--- config.mk ---
export PLATFORM = sky130hd
export DESIGN_NAME = pipe_hazard_ctrl
export DESIGN_NICKNAME = d
export VERILOG_FILES = /design/src/rtl/pipe_hazard_ctrl.sv
export SDC_FILE = /design/constraint.sdc
export NUM_CORES = 1
export LEC_CHECK = 0
export BUFFER_PORTS_ARGS = -buffer_cell sky130_fd_sc_hd__buf_2
export CAP_MARGIN = 20
export CORE_AREA = 3 3 45 88
export CTS_CLUSTER_DIAMETER = 200
export DETAILED_ROUTE_END_ITERATION = 6
export DIE_AREA = 0 0 48 91
export PLACE_DENSITY = 0.75
export SYNTH_ARGS = -nofsm -noshare
export SYNTH_HDL_FRONTEND = slang
export SYNTH_SLANG_ARGS = --single-unit
--- constraint.sdc ---
create_clock -name clk -period 1.9 [get_ports clk]
set_clock_uncertainty 0.05 [all_clocks]
set_input_delay 0.285 -clock clk [delete_from_list [all_inputs] [get_ports clk]]
set_output_delay 0.285 -clock clk [all_outputs]
set_load 0.005 [all_outputs]
--- src/rtl/pipe_hazard_ctrl.sv ---
`default_nettype none
// ============================================================================
// Module      : pipe_hazard_ctrl
// Description : Stall/flush sequencer for the five-stage pipeline. It handles
//               load-use, flag-use, branch redirect, memory wait and HLT drain.
// Revision    : 1.0 - initial release
// ============================================================================
module pipe_hazard_ctrl #(
    parameter int REG_W     = 4,
    parameter int DRAIN_CYC = 3,
    parameter int CNT_W     = 16
) (
    input  logic             clk,
    input  logic             rst,
    input  logic [REG_W-1:0] id_rs,
    input  logic [REG_W-1:0] id_rt,
    input  logic             id_rs_used,
    input  logic             id_rt_used,
    input  logic             id_is_br,
    input  logic             id_halt,
    input  logic             ex_mem_read,
    input  logic [REG_W-1:0] ex_rd,
    input  logic             ex_set_flags,
    input  logic             ex_br_taken,
    input  logic             mem_req,
    input  logic             mem_ready,
    output logic             pc_wen,
    output logic             if_id_wen,
    output logic             id_ex_wen,
    output logic             ex_mem_wen,
    output logic             mem_wb_wen,
    output logic             if_id_flush,
    output logic             id_ex_flush,
    output logic             halted,
    output logic [CNT_W-1:0] stall_cnt
);

    localparam logic [1:0] c_ST_RUN    = 2'd0;
    localparam logic [1:0] c_ST_DRAIN  = 2'd1;
    localparam logic [1:0] c_ST_HALTED = 2'd2;

    localparam int c_DRAIN_W = (DRAIN_CYC > 1) ? $clog2(DRAIN_CYC) + 1 : 1;
    localparam logic [c_DRAIN_W-1:0] c_DRAIN_LAST = c_DRAIN_W'(DRAIN_CYC - 1);

    logic [1:0]           r_state;
    logic [1:0]           w_state_nxt;
    logic [c_DRAIN_W-1:0] r_drain_cnt;
    logic [c_DRAIN_W-1:0] w_drain_nxt;
    logic [CNT_W-1:0]     r_stall_cnt;
    logic                 r_halted;
    logic                 w_mstall;
    logic                 w_luse;
    logic                 w_fuse;
    logic [4:0]           w_wen;
    logic                 w_if_id_flush;
    logic                 w_id_ex_flush;

    assign w_mstall = mem_req & ~mem_ready;
    assign w_luse   = ex_mem_read & (ex_rd != '0) &
                      ((id_rs_used & (id_rs == ex_rd)) | (id_rt_used & (id_rt == ex_rd)));
    assign w_fuse   = id_is_br & ex_set_flags;

    // w_wen order: {pc, if_id, id_ex, ex_mem, mem_wb}
    always_comb begin
        w_wen         = 5'b00000;
        w_if_id_flush = 1'b0;
        w_id_ex_flush = 1'b0;
        w_state_nxt   = r_state;
        w_drain_nxt   = r_drain_cnt;
        case (r_state)
            c_ST_RUN: begin
                if (w_mstall) begin
                    w_wen = 5'b00000;
                end else if (ex_br_taken) begin
                    w_wen         = 5'b11111;
                    w_if_id_flush = 1'b1;
                    w_id_ex_flush = 1'b1;
                end else if (w_luse | w_fuse) begin
                    w_wen         = 5'b00111;
                    w_id_ex_flush = 1'b1;
                end else if (id_halt) begin
                    w_wen       = 5'b11111;
                    w_state_nxt = c_ST_DRAIN;
                    w_drain_nxt = '0;
                end else begin
                    w_wen = 5'b11111;
                end
            end
            c_ST_DRAIN: begin
                if (!w_mstall) begin
                    w_wen         = 5'b00111;
                    w_id_ex_flush = 1'b1;
                    w_drain_nxt   = r_drain_cnt + c_DRAIN_W'(1);
                    if (r_drain_cnt == c_DRAIN_LAST) begin
                        w_state_nxt = c_ST_HALTED;
                    end
                end
            end
            c_ST_HALTED: begin
                w_state_nxt = c_ST_HALTED;
            end
            default: begin
                w_state_nxt = c_ST_RUN;
            end
        endcase
        // Everything is held while reset is asserted, whatever state decodes to.
        if (rst) begin
            w_wen         = 5'b00000;
            w_if_id_flush = 1'b0;
            w_id_ex_flush = 1'b0;
        end
    end

    always_ff @(posedge clk or posedge rst) begin
        if (rst) begin
            r_state     <= c_ST_RUN;
            r_drain_cnt <= '0;
            r_halted    <= 1'b0;
        end else begin
            r_state     <= w_state_nxt;
            r_drain_cnt <= w_drain_nxt;
            r_halted    <= (w_state_nxt == c_ST_HALTED);
        end
    end

    always_ff @(posedge clk or posedge rst) begin
        if (rst) begin
            r_stall_cnt <= '0;
        end else if ((r_state == c_ST_RUN) && !w_wen[4] && (r_stall_cnt != '1)) begin
            r_stall_cnt <= r_stall_cnt + CNT_W'(1);
        end
    end

    assign pc_wen      = w_wen[4];
    assign if_id_wen   = w_wen[3];
    assign id_ex_wen   = w_wen[2];
    assign ex_mem_wen  = w_wen[1];
    assign mem_wb_wen  = w_wen[0];
    assign if_id_flush = w_if_id_flush;
    assign id_ex_flush = w_id_ex_flush;
    assign halted      = r_halted;
    assign stall_cnt   = r_stall_cnt;

endmodule
`default_nettype wire

# Yosys cells after proc, flatten, opt, wreduce, memory -nomap -nowiden
# Cells that the tools add are included.
[op_classes] muxes=29 eq_ne=12 bitwise=9 addsub=2 n_reduce_logical=7
[op_table] cell="$mux 5" n=4
[op_table] cell="$mux 3" n=6
[op_table] cell="$add 16x1->16 const B" n=1
[op_table] cell="$ne 16x16->1 const B" n=1
[op_table] cell="$mux 2" n=6
[op_table] cell="$ne 2x2->1 const B" n=5
[op_table] cell="$pmux 5 s2" n=1
[op_table] cell="$mux 1" n=9
[op_table] cell="$eq 4x4->1" n=2
[op_table] cell="$and 1x1->1" n=6
[op_table] cell="$pmux 2 s3" n=1
[op_table] cell="$pmux 3 s2" n=1
[op_table] cell="$reduce_and 6->1" n=1
[op_table] cell="$eq 2x2->1 const B" n=2
[op_table] cell="$reduce_bool 4->1" n=1
[op_table] cell="$add 3x1->3 const B" n=1
[op_table] cell="$eq 3x2->1 const B" n=1
[op_table] cell="$eq 2x1->1 const B" n=1
[op_table] cell="$logic_and 1x1->1" n=2
[op_table] cell="$logic_not 2->1" n=1
[op_table] cell="$or 1x1->1" n=2
[op_table] cell="$pmux 1 s2" n=1
[op_table] cell="$reduce_bool 2->1" n=1
[op_table] cell="$logic_not 1->1" n=1
[op_table] cell="$not 1->1" n=1
[totals] in_bits=23 regBits=22

# Depth between registers and ports, before layout
# Gate-level depths: netlist (run 1).
[logic_depth] depth_word=13 mapped_depth=8

# Worst setup path before layout (run 1)
# Ideal clock, no wire load.
[synth_path] kind="input to register" start="input port ex_rd[0]" end="register r_stall_cnt[1] (netlist: stall_cnt[1])" required_time_ns=1.725 t_arrival_ns=1.753 cell_stages=6 slack_ns=-0.028 setup_ns=0.125 path_cell_list="xor2_1 -> nor4_2 -> nor2_1 -> o41ai_4 -> and2_4 -> mux2_4"
[synth_via] elab_chain_len=13
[synth_lines] item="from (decl)" line_no="22" text="input logic [REG_W-1:0] ex_rd,"
[synth_lines] item="$eq 4x4->1" line_no="60" text="((id_rs_used & (id_rs == ex_rd)) | (id_rt_used & (id_rt == ex_rd)));"
[synth_lines] item="$and 1x1->1" line_no="60"
[synth_lines] item="$or 1x1->1" line_no="60"
[synth_lines] item="$and 1x1->1 (*)" line_no="59" text="assign w_luse = ex_mem_read & (ex_rd != '0) &"
[synth_lines] item="$or 1x1->1 (*)" line_no="78" text="end else if (w_luse | w_fuse) begin"
[synth_lines] item="$mux 5 (*)" line_no="78"
[synth_lines] item="$mux 5 (*)" line_no="74" text="end else if (ex_br_taken) begin"
[synth_lines] item="$mux 5 (*)" line_no="72" text="if (w_mstall) begin"
[synth_lines] item="$pmux 5 s2 (*)" line_no="70" text="case (r_state)"
[synth_lines] item="$mux 5 (*)" line_no="107" text="if (rst) begin"
[synth_lines] item="$logic_not 1->1 (*)" line_no="129" text="end else if ((r_state == c_ST_RUN) && !w_wen[4] && (r_stall_cnt != '1)) begin"
[synth_lines] item="$logic_and 1x1->1 (*) (2 in series)" line_no="129"
[synth_lines] item="to (signal assigned)" line_no="130" text="r_stall_cnt <= r_stall_cnt + CNT_W'(1);"
[synth_lines] item="to (decl)" line_no="49" text="logic [CNT_W-1:0] r_stall_cnt;"
# Mark *: on every way between the ends. The rest lies on a longest branch, timed or not.
# A chain may end at the register's enable or synchronous reset.

# Worst setup path in the final report (run 1)
[layout_path] start="input port ex_rd[0]" end="output port pc_wen"
[layout_via] elab_chain_len=10
[layout_lines] item="$eq 4x4->1" line_no="60"
[layout_lines] item="$and 1x1->1" line_no="60"
[layout_lines] item="$or 1x1->1" line_no="60"
[layout_lines] item="$and 1x1->1 (*)" line_no="59"
[layout_lines] item="$or 1x1->1 (*)" line_no="78"
[layout_lines] item="$mux 5 (*)" line_no="78"
[layout_lines] item="$mux 5 (*)" line_no="74"
[layout_lines] item="$mux 5 (*)" line_no="72"
[layout_lines] item="$pmux 5 s2 (*)" line_no="70"
[layout_lines] item="$mux 5 (*)" line_no="107"
[layout_lines] item="to (decl)" line_no="27" text="output logic pc_wen,"
# Marked as above.

==> flow_summary.ini, run 1 <==
[cells_and_area]
drive_gt1_share_pct = 43.5
area_growth_syn_to_layout_pct = 34.7
final_nets = 218
fin_cells = 223
num_antenna_cells = 0
layout_common_cells = buf_2 (44), dfrtp_1 (22), buf_4 (15), xnor2_1 (14)
layout_commonest_cell = buf_2
final_core_utilization_pct = 52.8

[place]
gp_congestion = 0.843
io_buffer_count = 46
place_hpwl_um = 2480
dp_cells = 216

[floorplan]
ios = 47
initial_utilization_pct = 39.2
die_y_um = 91
rows = 30
fp.dieArea_um2 = 4370
coreArea_um2 = 3380
die_w_um = 48

[drt]
wl_per_cell_um = 14.5
viasPerCell = 5.36
drt_wl_total_um = 3240
first_pass_iters = 4
drc = 0
ant_nets = 0
via_count = 1196
first_iter_violations = 11

[yosys]
synth_nets = 156
ys.warnings.count = 0
synth_edf_count = 0
synthArstFlopShare_pct = 100
synth_top_area_cell = dfrtp_1
synth.top_cell.area_share_pct = 41.6
ys.flop_type = dfrtp_1
synth-seq-area-share_pct = 41.6
synth_cells = 130
synth_area_leaders = dfrtp_1 (42%), xnor2_1 (9.3%), xor2_1 (4.6%)
netlist_area_um2 = 1320
synth.avg_cell_area_um2 = 10.2
ys_types = 41
ys_ff_latch = 22

[critical_path]
cp_slowest_cell = o41a_1
critical_path_required_ns = 1.56
max_stage_delay_ns = 0.45
critPathArrivalTime_ns = 1.63
crit_type = input port to primary output
path_buf_inv = 3
setup.worst_path.start_class = input port
cp_max_fo = 3
end_kind = primary output
cp_top_family = compound AO/OA/AOI/OAI gates
path_cells = buf_8, o41a_1, nand3_1, nor4_2, buf_4, a211oi_4, o211a_1, buf_2

[status]
outcome = finished with violations
violations = negative setup slack

[clock_tree]
cts_num_sinks = 22
cts_tree = done
clockRootBuffer = clkbuf_8
cts_made_buffers = 3
clk_pin_slew_ns = 0.08
clockBufferDepth = 2
clk_latency_ns = 0.26
htree_levels = 1

[global_route]
grt_pass1_vias = 1190
overflow = 0
antenna_found_initial = 0
grt_start_max_net_pins = 23
grtUsageTotal_pct = 15.7
grt_pass1_wl_um = 5000

[timing]
hold_viol = 0
whs_ns = 0.0106
fin_crit_sh_pct = 103
setup_ws_ns = -0.0647
finalCriticalPeriod_ns = 1.96
rsz0062_at_grt = yes
setup_violations = 3
slew_violations = 0
worstMarginPinSlew_ns = 0.355
max_freq_mhz = 509
max-slew-margin-rel_pct = 76.3

[pwr]
powerDensity_nw_per_um2 = 1130
p_leak_nw = 0.885
ir_drop_mv = 0.642

[min_path]
hold_class = input port to async pin

[run]
max_cap_viol_count = 0
[registers in the layout, summed over array words and instances, names as in the netlist]
name,flops
halted,1
r_drain_cnt,3
stall_cnt,16
r_state,2
[logic make-up (layout without fill, tap and decap cells)]
logic type / Yosys count / count (layout) / synth area share (%)
buf+inv: 12 / 73 / 4.91
xor+xnor: 21 / 21 / 13.9
simple gates: 50 / 50 / 23.5
mux: 1 / 1 / 1.13
flops: 22 / 22 / 41.6
compound gates: 21 / 21 / 12.1
fa+ha+maj: 3 / 3 / 2.84
[synth_stat cells, types with 2 or more instances]
cell type,n
and3_1,4
nand2_1,8
buf_4,3
a21o_1,2
nor4_2,2
ha_1,3
dfrtp_1,22
nor2_1,8
nand4_1,4
inv_1,5
nand3_2,6
a21oi_1,6
xnor2_1,14
a31oi_1,2
nand3b_1,2
o21ai_0,4
nand3_1,5
xor2_1,7
[report_power, final]
| part | switching (mW) | internal [mW] | total [mW] |
|---|---|---|---|
| logic | 0.459 | 0.474 | 0.933 |
| registers | 0.146 | 0.605 | 0.751 |
| clock network | 0.150 | 0.185 | 0.334 |
| total | 0.755 | 1.26 | 2.02 |
[per-stage QoR]
stage                     power, mW  setup WS, ns  cell area [um2]  TNS [ns]
after floorplan                1.31       -0.0279             1320   -0.0279
after global placement         1.61        -0.205             1660     -2.05
after detailed placement       1.63        -0.260             1660     -2.81
after CTS                      1.99       -0.0574             1760    -0.137
after global routing           2.17        -0.115             1780    -0.721
final                          2.02       -0.0647             1780    -0.133
[tightest hold or removal path: stages]
cell   delay [ns]
buf_2        0.11
inv_1        0.04
buf_4        0.27
[final timing paths]
kind | start | end | slack, ns | depth (start not counted)
worst min-delay path | rst | stall_cnt[0] | 0.01 | 3
min in group clk | id_halt | r_state[0] | 0.40 | 4
worst min register to register | stall_cnt[15] | stall_cnt[15] | 0.45 | 1
worst max register to register | stall_cnt[4] | stall_cnt[9] | 0.08 | 7
max in group asynchronous | rst | stall_cnt[12] | 1.57 | 3
worst max-delay path | ex_rd[0] | pc_wen | -0.06 | 8
[per-layer routing]
layer	global-route usage, %	wire length [um]	vias up
li1	-	-	572
met1	15.0	1090	560
met2	28.7	1870	54
met3	2.18	185	10
met4	8.09	85	0
met5	0	0	-
[what timing repair did]
action / 4_1_cts / 5_1_grt
setup buffers: 1 / 1
hold buffers: 0 / 0
gates resized for setup: 7 / 6
hold endpoints to repair: 0 / 0
gates cloned: 0 / 1
pin swaps: 2 / 2
setup endpoints to repair: 4 / 20
[final cells by class]
class,instances,area (um2)
fillers,316,1600
repair buffers,63,385
well taps,32,40.0
inverters,6,22.5
flip-flops and latches,22,551
clock buffers,4,55.1
multi-input cells,96,729
No activity file was read; power rests on OpenSTA's default activity.
==> inputs of run 2 (changes only) <==
ABC_AREA = 1   (was not set)
CORE_AREA = 3 3 49 96   (was 3 3 45 88)
DIE_AREA = 0 0 52 99   (was 0 0 48 91)
PLACE_DENSITY = 0.73   (was 0.75)
SETUP_SLACK_MARGIN = 0.1   (was not set)
==> run 2 against run 1 <==
The flow now finishes without violations. Non-clock buffer count fell by 10. Setup slack better by 0.24 ns. Flip-flop and latch count did not move. Clock power is 33% higher. Combinational power shrank 91%. Core utilization decreased by 3.6 points. Sequential share of layout area down 3.4 points. Synthesized cell count up 75%. Sequential power down 37%.
==> flow_summary.ini, run 2 <==
[pwr]
powerDensity_nw_per_um2 = 495
p_leak_nw = 1.17
p_total_uw = 996
ir_drop_mv = 0.429

[clock_tree]
clockBufferDepth = 2
clk_pin_slew_ns = 0.08
cts_made_buffers = 3
cts_tree = done
cts_num_sinks = 22
htree_levels = 1
clockRootBuffer = clkbuf_8
clk_latency_ns = 0.26

[critical_path]
reg2reg_slack_ns = 0.23
cp_max_fo = 18
cp_slowest_cell = dfrtp_1
reg2reg_to = stall_cnt[3]
r2r_start = stall_cnt[1]
critical_path_required_ns = 1.56
critPathMostFrequentCell = inv_1
path_cells = inv_1, nand2_2, inv_2, nand2_8, inv_1, buf_2
crit_type = flip-flop to primary output
critPathArrivalTime_ns = 1.39
reg2reg_depth = 10
max_stage_delay_ns = 0.45
end_kind = primary output
setup.worst_path.start_class = flip-flop

[place]
io_buffer_count = 46
place_hpwl_um = 3110
gp_congestion = 0.853

[global_route]
grt_pass1_vias = 1555
antenna_found_initial = 0
grt_pass1_wl_um = 6620
overflow = 0
grt_start_max_net_pins = 23
grtUsageTotal_pct = 16.5

[drt]
via_count = 1609
first_iter_violations = 23
ant_nets = 0
viasPerCell = 4.89
wl_per_cell_um = 12.1
drt_wl_total_um = 3970
first_pass_iters = 4
drc = 0

[yosys]
synth-seq-area-share_pct = 34.0
synth_area_leaders = dfrtp_1 (34%), nand2_1 (18%), nand3_1 (8.0%)
synth.avg_cell_area_um2 = 7.13
ys.warnings.count = 0
synth_nets = 253
synthTopCellsByCount = nand2_1 (79), inv_1 (26), nand3_1 (26), dfrtp_1 (22), nor2_1 (17)
ys.flop_type = dfrtp_1
synth_cells = 227
synthMostInstantiatedCell = nand2_1
synthArstFlopShare_pct = 100
ys_ff_latch = 22
synth_edf_count = 0
synth_top_area_cell = dfrtp_1
ys_types = 26
synth.top_cell.area_share_pct = 34.0
netlist_area_um2 = 1620

[floorplan]
initial_utilization_pct = 39.6
ios = 47
coreArea_um2 = 4090
die_y_um = 99
rows = 33
die_w_um = 52
fp.dieArea_um2 = 5150

[cells_and_area]
layout_common_cells = nand2_1 (78), buf_2 (46), inv_1 (26), nand3_1 (26), dfrtp_1 (20)
seq_area_um2 = 553
num_antenna_cells = 0
final_nets = 304
area_growth_syn_to_layout_pct = 24.4
layout_commonest_cell = nand2_1
drive_gt1_share_pct = 27.4
fillers = 439
multiInputGateArea_um2 = 911
largest_reg_flops = 16

[timing]
rsz0062_at_grt = no
slew_violations = 0
setup_violations = 0
finalCriticalPeriod_ns = 1.73
tns_ns = 0
fin_crit_sh_pct = 91.0
worstMarginPinSlew_ns = 0.380
max_freq_mhz = 578
hold_viol = 0
max-slew-margin-rel_pct = 74.6

[run]
max_cap_viol_count = 0

[min_path]
hold_class = input port to async pin

[status]
outcome = finished, final reports clean
## run 2: cells by family after synthesis
| kind of cell | synth area share [%] |
|---|---|
| xor+xnor | 8.66 |
| buf+inv | 11.0 |
| fa+ha+maj | 2.32 |
| flops | 34.0 |
| simple gates | 42.3 |
| compound gates | 1.70 |
## run 2: area by class of cell
cell class / instances / share of cell area (%)
clock buffer: 3 / 2.05
clock inverter: 1 / 1.49
inverter: 31 / 5.78
multi-input combinational: 167 / 45.3
sequential: 22 / 27.5
tap: 52 / 3.23
timing repair buffer: 53 / 14.7
## run 2: what timing repair did
| item | in CTS | in global routing |
|---|---|---|
| setup endpoints to repair | 9 | 18 |
| buffers inserted | 0 | 3 |
| hold buffers | 0 | 0 |
| resized for setup | 2 | 4 |
| pin swaps | 1 | 1 |
## run 2: worst max-delay path by stage
| stage | from | end | slack (ns) | cells past startpoint |
|---|---|---|---|---|
| after floorplan | r_state[1] | pc_wen | 0.10 | 8 |
| after global placement | stall_cnt[0] | stall_cnt[5] | 0.15 | 10 |
| after detailed placement | stall_cnt[0] | stall_cnt[3] | 0.11 | 10 |
| after CTS | stall_cnt[0] | stall_cnt[3] | 0.11 | 10 |
| after global routing | r_state[1] | pc_wen | 0.1 | 6 |
| final | r_state[0] | if_id_wen | 0.17 | 6 |
## run 2: metrics by stage
step                      util (%)  worst slack, ns  std cells  hold WS [ns]  instance area (um2)
after global placement        46.3            0.154        322         0.305                 1890
after floorplan                  -            0.104        227         0.224                 1620
after detailed placement      46.3            0.114        322         0.310                 1890
final                         49.2            0.171        329        0.0249                 2010
after global routing          49.2           0.0962        329        0.0415                 2010
after CTS                     48.3            0.113        326        0.0294                 1970
## run 2: worst max-delay path: cells and delay by family (launching register included)
kind	cells	cell delay, ns
buffers and inverters	4	0.47
flip-flops	1	0.45
AND/OR/NAND/NOR	2	0.21
## run 2: power breakdown
group | internal [mW] | switching [mW] | leakage [nW] | total [mW]
combinational | 0.0336 | 0.0478 | 0.840 | 0.0814
clock | 0.281 | 0.164 | 0.0357 | 0.445
sequential | 0.469 | 0.00112 | 0.290 | 0.470
## run 2: layer usage
metal	track usage [%]	wire length, um
met1	16.4	1390
met2	32.2	2380
met3	1.51	131
met4	7.27	70
met5	0	0
